<file path="src/rtl/multicycle_controller.sv">
// Main control FSM for the multicycle MIPS core; drives all datapath and memory strobes.
// Optional bne support is enabled by defining MULTICYCLE_CTRL_BNE_EN.
module multicycle_controller #(
    parameter logic PC_EN_ON_RESET = 1'b1
) (
    input  logic       clk,
    input  logic       reset,
    input  logic [5:0] op,
    input  logic [5:0] funct,
    input  logic       zero,
    output logic       pcen,
    output logic       irwrite,
    output logic       iord,
    output logic       memwrite,
    output logic       regwrite,
    output logic       alusrca,
    output logic [1:0] alusrcb,
    output logic [1:0] pcsrc,
    output logic       memtoreg,
    output logic       regdst,
    output logic [2:0] alucont,
    output logic       illegal,
    output logic [3:0] state
);

    typedef enum logic [3:0] {
        FETCH   = 4'd0,
        DECODE  = 4'd1,
        MEMADR  = 4'd2,
        MEMRD   = 4'd3,
        MEMWB   = 4'd4,
        MEMWR   = 4'd5,
        RTYPEEX = 4'd6,
        RTYPEWB = 4'd7,
        BEQEX   = 4'd8,
        ADDIEX  = 4'd9,
        ADDIWB  = 4'd10,
        JEX     = 4'd11
`ifdef MULTICYCLE_CTRL_BNE_EN
        ,BNEEX  = 4'd12
`endif
    } state_t;

    localparam logic [5:0] OP_RTYPE = 6'b000000;
    localparam logic [5:0] OP_J     = 6'b000010;
    localparam logic [5:0] OP_BEQ   = 6'b000100;
    localparam logic [5:0] OP_BNE   = 6'b000101;
    localparam logic [5:0] OP_ADDI  = 6'b001000;
    localparam logic [5:0] OP_LW    = 6'b100011;
    localparam logic [5:0] OP_SW    = 6'b101011;

    state_t state_r, state_nx;

    // Returns {valid, alucont} for an R-type funct field.
    function automatic logic [3:0] rtype_alu(input logic [5:0] f);
        case (f)
            6'b100000: rtype_alu = 4'b1_010;
            6'b100010: rtype_alu = 4'b1_110;
            6'b100100: rtype_alu = 4'b1_000;
            6'b100101: rtype_alu = 4'b1_001;
            6'b101010: rtype_alu = 4'b1_111;
            default:   rtype_alu = 4'b0_010;
        endcase
    endfunction

    always_ff @(posedge clk or negedge reset) begin
        if (!reset) state_r <= FETCH;
        else        state_r <= state_nx;
    end

    always_comb begin
        logic [3:0] rdec;
        rdec     = rtype_alu(funct);
        state_nx = FETCH;
        pcen     = 1'b0;
        irwrite  = 1'b0;
        iord     = 1'b0;
        memwrite = 1'b0;
        regwrite = 1'b0;
        alusrca  = 1'b0;
        alusrcb  = 2'b00;
        pcsrc    = 2'b00;
        memtoreg = 1'b0;
        regdst   = 1'b0;
        alucont  = 3'b010;
        illegal  = 1'b0;
        case (state_r)
            FETCH: begin
                irwrite  = 1'b1;
                alusrcb  = 2'b01;
                pcsrc    = 2'b01;
                // reset holds state in FETCH, so this is where the reset-time pcen lives
                pcen     = reset ? 1'b1 : PC_EN_ON_RESET;
                state_nx = DECODE;
            end
            DECODE: begin
                alusrcb = 2'b11;
                case (op)
                    OP_LW, OP_SW: state_nx = MEMADR;
                    OP_RTYPE:     state_nx = RTYPEEX;
                    OP_BEQ:       state_nx = BEQEX;
                    OP_ADDI:      state_nx = ADDIEX;
                    OP_J:         state_nx = JEX;
`ifdef MULTICYCLE_CTRL_BNE_EN
                    OP_BNE:       state_nx = BNEEX;
`endif
                    default:      illegal  = 1'b1;
                endcase
            end
            MEMADR: begin
                alusrca = 1'b1;
                alusrcb = 2'b10;
                if (op == OP_LW)      state_nx = MEMRD;
                else if (op == OP_SW) state_nx = MEMWR;
            end
            MEMRD: begin
                iord     = 1'b1;
                state_nx = MEMWB;
            end
            MEMWB: begin
                memtoreg = 1'b1;
                regwrite = 1'b1;
            end
            MEMWR: begin
                iord     = 1'b1;
                memwrite = 1'b1;
            end
            RTYPEEX: begin
                alusrca = 1'b1;
                alucont = rdec[2:0];
                if (rdec[3]) state_nx = RTYPEWB;
                else         illegal  = 1'b1;
            end
            RTYPEWB: begin
                regdst   = 1'b1;
                regwrite = 1'b1;
            end
            BEQEX: begin
                alusrca = 1'b1;
                alucont = 3'b110;
                pcen    = zero;
            end
`ifdef MULTICYCLE_CTRL_BNE_EN
            BNEEX: begin
                alusrca = 1'b1;
                alucont = 3'b110;
                pcen    = ~zero;
            end
`endif
            ADDIEX: begin
                alusrca  = 1'b1;
                alusrcb  = 2'b10;
                state_nx = ADDIWB;
            end
            ADDIWB: begin
                regwrite = 1'b1;
            end
            JEX: begin
                pcsrc = 2'b10;
                pcen  = 1'b1;
            end
            default: state_nx = FETCH;
        endcase
    end

    // OP_BNE is only decoded when the bne feature is built in.
    logic unused_bne;
    assign unused_bne = (op == OP_BNE);

    assign state = state_r;

endmodule

</file>
<file path="config.mk">
export PLATFORM = sky130hd
export DESIGN_NAME = multicycle_controller
export DESIGN_NICKNAME = d
export VERILOG_FILES = /design/src/rtl/multicycle_controller.sv
export SDC_FILE = /design/constraint.sdc
export NUM_CORES = 1
export LEC_CHECK = 0
export BUFFER_PORTS_ARGS = -buffer_cell sky130_fd_sc_hd__buf_4
export CORE_MARGIN = 2
export CORE_UTILIZATION = 40
export CTS_CLUSTER_SIZE = 40
export DETAILED_ROUTE_END_ITERATION = 12
export GPL_ROUTABILITY_DRIVEN = 0
export PLACE_DENSITY = 0.86
export SLEW_MARGIN = 20
export SYNTH_ARGS = -nofsm -noshare
export SYNTH_HDL_FRONTEND = slang
export SYNTH_SLANG_ARGS = --single-unit
</file>
<file path="constraint.sdc">
create_clock -name clk -period 2.9 [get_ports clk]
set_input_delay 0.58 -clock clk [delete_from_list [all_inputs] [get_ports clk]]
set_output_delay 0.58 -clock clk [all_outputs]
set_load 0.005 [all_outputs]
</file>
### Word level (Yosys, flattened, before mapping)

Cells that the tools add are included.

| storage, ports and cells | value |
|---|---|
| register bits | 4 |
| word-level logic and storage cells | 51 |

| operators by class | value |
|---|---|
| eq/ne operators | 21 |
| mux-type cells | 20 |
| reductions and logical operators | 9 |

Operators by type and width:

| operator | count |
|---|---|
| $eq A6 B6 Y1 const B | 7 |
| $pmux W4 S5 | 2 |
| $pmux W4 S6 | 1 |
| $eq A4 B3 Y1 const B | 4 |
| $eq A4 B4 Y1 const B | 4 |
| $mux W1 | 9 |
| $mux W3 | 3 |
| $eq A4 B2 Y1 const B | 2 |
| $reduce_or A2 Y1 | 4 |
| $eq A6 B2 Y1 const B | 1 |
| $eq A6 B3 Y1 const B | 1 |
| $eq A6 B4 Y1 const B | 1 |
| $logic_not A6 Y1 | 1 |
| $pmux W2 S3 | 1 |
| $pmux W3 S2 | 1 |
| $reduce_or A6 Y1 | 1 |
| $eq A4 B1 Y1 const B | 1 |
| $logic_not A4 Y1 | 1 |
| $pmux W1 S2 | 2 |
| $pmux W2 S2 | 1 |
| $reduce_or A4 Y1 | 1 |
| $reduce_or A3 Y1 | 1 |

### Longest topological paths before layout

| logic depth | value |
|---|---|
| depth after elaboration | 4 |
| depth in mapped cells | 6 |
| mapped depth without buffers | 4 |

### Worst setup path before layout

No wires, ideal clock.

| timing path | value |
|---|---|
| kind | in2out |
| start point | input port op[0] |
| end point | output port illegal |
| arrival | 1.373 ns |
| path slack | 0.947 ns |
| stages | 4 |
| buffers on the path | 0 |
| cell sequence | or4_4 o21a_1 nor2_1 o41ai_1 |

| between the ends | value |
|---|---|
| cells in the longest elaborated chain, start to end | 4 |
| elaborated cells between the ends (all ways) | 9 |

Ends and longest elaborated chain:

| what | RTL line | source |
|---|---|---|
| start: declaration | 8 | `input logic [5:0] op,` |
| $eq A6 B6 Y1, or another cell as far along | 98 | `case (op)` |
| $reduce_or A6 Y1 (no source line) (*) | -- |  |
| $mux W1 (*) | 98 |  |
| $pmux W1 S2 (*) | 87 | `case (state_r)` |
| end: declaration | 22 | `output logic illegal,` |

Mark *: on every way between the ends. The rest lies on a longest branch, timed or not.

### Final worst setup path

| timing path | value |
|---|---|
| start point | register state_r[1], in the netlist state[1] |
| end point | output port alucont[2] |

| between the ends | value |
|---|---|
| cells in the longest elaborated chain, start to end | 2 |
| elaborated cells between the ends (all ways) | 3 |

Ends and longest elaborated chain:

| what | RTL line | source |
|---|---|---|
| start: declaration | 52 | `state_t state_r, state_nx;` |
| start signal: assignment | 68 | `else state_r <= state_nx;` |
| $eq A4 B4 Y1 or $eq A4 B3 Y1 (tied branches) | 87 |  |
| $pmux W3 S2 (*) | 87 |  |
| end: declaration | 21 | `output logic [2:0] alucont,` |

Marked as above.

==> flow_summary_export.csv <==
group,metric,value,unit
detailed_routing,via_per_inst,5.472,
cells_and_area,antennaDiodeCount,0,
logic_synthesis,synth-edff-count,0,
flow_run,maxCapViolCount,0,
cells_and_area,mostFrequentLayoutCells,"buf_4, nor2_1, nor3_1, nand2b_1, a21oi_1",
worst_setup_path,cp_num_buf_inv,1,
sta,max_freq,406.3,MHz
detailed_routing,route.vias.total,673,
detailed_routing,wirelength,1572,µm
cts,cts-root-buf,"clkbuf_4",
cells_and_area,layout-drive-gt1-share,38.89,%
logic_synthesis,syn-mean-instance-area,7.090,µm²
worst_setup_path,crit_slowest_cell,"dfrtp_1",
cts,post_cts_buffers,0,
cells_and_area,layout_commonest_cell,"buf_4",
cells_and_area,largest_reg_flops,4,
sta,fin_skew,0.002874,ns
sta,slew_viol_final,0,
sta,grt_setup_unrepaired,"false",
sta,finalSetupViolCount,0,
sta,hold_viol_final,0,
worst_setup_path,start_kind,"flop",
worst_setup_path,crit_fanout,16,
grt,grt_pass1_wl,2076,µm
detailed_routing,wl_per_cell,12.78,µm
detailed_routing,drt_iter0_markers,7,
logic_synthesis,synth_ff_type,"dfrtp_1",
pwr,leakage,0.3780,nW
sta,fin_crit_sh,84.87,%
cts,cts_resized,0,
hold_path,min_path_type,"in -> async",
cts,clock-sinks,4,
placement,dp_hpwl,1227,µm
worst_setup_path,critPathKind,"reg -> out",
logic_synthesis,synth.ff_latch_count,4,
cells_and_area,final_net_count,125,
worst_setup_path,crit_arrival,1.88,ns
logic_synthesis,ys_warn_count,0,
grt,grt_pass1_vias,533,
grt,antenna_found_initial,0,
run_status,outcome,"completed",
cts,cts_buffers,3,
cts,worstSkewPairLatency,0.23,ns
cts,clock_path_buffers,2,
placement,port_buffers,34,
worst_setup_path,cp_data_required_time,2.32,ns
sta,relSlewSlack,68.96,%
worst_setup_path,path_delay_family,"flip-flops",
die,die_w,40.46,µm
logic_synthesis,synth_nets,90,
logic_synthesis,yosysSeqAreaShare,18.82,%
logic_synthesis,ys_types,34,
grt,grt_max_degree,17,
grt,grt_usage,18.86,%
pwr,p_per_area,525.9,mW/mm²
cts,cts_tree,"done",
die,die_h,40.46,µm
detailed_routing,drc,0,
worst_setup_path,critPathCaptureType,"output pin",
sta,setup-tns-final,0,ns
die,num_rows,13,
cts,htreeDepth,1,
logic_synthesis,syn_area,531.8,µm²
logic_synthesis,synthCells,75,
sta,whs,0.1320,ns
grt,overflow,0,
die,ios,35,
die,initial_utilization,41.91,%
die,die_area,0.001637,mm²
worst_setup_path,worstPathCellList,"nand2b_1 -> or3_1 -> o41ai_2 -> buf_4",
cells_and_area,syn2layout_area_growth,52.00,%
cts,cts_hold_buf,0,
cts,clk_transition_reported_paths,0.04,ns
detailed_routing,ant_nets,0,
logic_synthesis,synth-async-reset-ratio,100.0,%
pwr,vdd_drop_max,309.8,µV
worst_setup_path,max_stage_delay,0.62,ns
sta,worst_pin_slew,0.4656,ns
die,coreArea,0.001269,mm²
sta,finalCriticalPeriod,2.461,ns
detailed_routing,first_pass_iters,6,
## worst paths after layout
kind                       startpoint    endpoint  slack [ns]  depth (start not counted)
setup / recovery             state[1]  alucont[2]        0.44                          4
hold / removal                  reset    state[3]        0.13                          1
setup reg to reg             state[1]    state[1]        1.48                          2
hold reg to reg              state[2]    state[3]        0.64                          1
max in group asynchronous       reset    state[0]        2.67                          1
min in group clk             state[2]    state[3]        0.64                          1
## power breakdown
part	total, W	internal (W)	switching (W)
combinational	0.000245	0.000141	0.000104
sequential	0.000110	0.0000671	0.0000426
clock	0.0000705	0.0000464	0.0000241
total	0.000425	0.000255	0.000170
## Yosys cell counts, types with 2 or more instances
master,n,area [µm²]
nor2_1,10,37.54
nand2b_1,7,43.79
nor3_1,7,35.03
a21oi_1,5,25.02
dfrtp_1,4,100.1
inv_1,4,15.01
nand2_1,4,15.01
o21ai_0,3,15.01
and3_1,2,12.51
nand3_1,2,10.01
o311ai_0,2,17.52
or3_1,2,12.51
xor2_1,2,17.52
## cell type report
class | instances | area [µm²]
multi-input combinational | 63 | 396.6
timing repair buffer | 34 | 255.2
sequential | 4 | 100.1
clock buffer | 3 | 22.52
fill | 135 | 460.4
tap | 15 | 18.77
inverter | 4 | 15.01
## kinds of logic after synthesis
logic type / after synthesis / share of synthesized area [%]
multiplexers: 2 / 4.000
AO/OA/AOI/OAI: 18 / 24.00
XOR/XNOR: 2 / 3.295
buffers and inverters: 8 / 6.586
AND/OR/NAND/NOR: 41 / 43.29
flip-flops: 4 / 18.82
## per-layer routing
layer | vias up | share of wire (%) | global-route usage [%]
li1 | 342 | - | -
met2 | 29 | 50 | 34.13
met4 | 0 | 1.7 | 9.167
met1 | 298 | 41 | 21.38
met5 | - | 0 | 0
met3 | 4 | 7.6 | 2.222
## through the flow
step	cell area, µm²	instances	setup slack (ns)	utilization, %	total power (W)
2_1_floorplan	531.8	75	0.9469	-	0.0002194
3_3_place_gp	785.8	120	0.6728	61.93	0.0003467
3_5_place_dp	785.8	120	0.6439	61.93	0.0003543
4_1_cts	808.3	123	0.4423	63.71	0.0004247
5_1_grt	808.3	123	0.3497	63.71	0.0004568
6_report	808.3	123	0.4388	63.71	0.0004251
No activity file was read; power rests on OpenSTA's default activity.
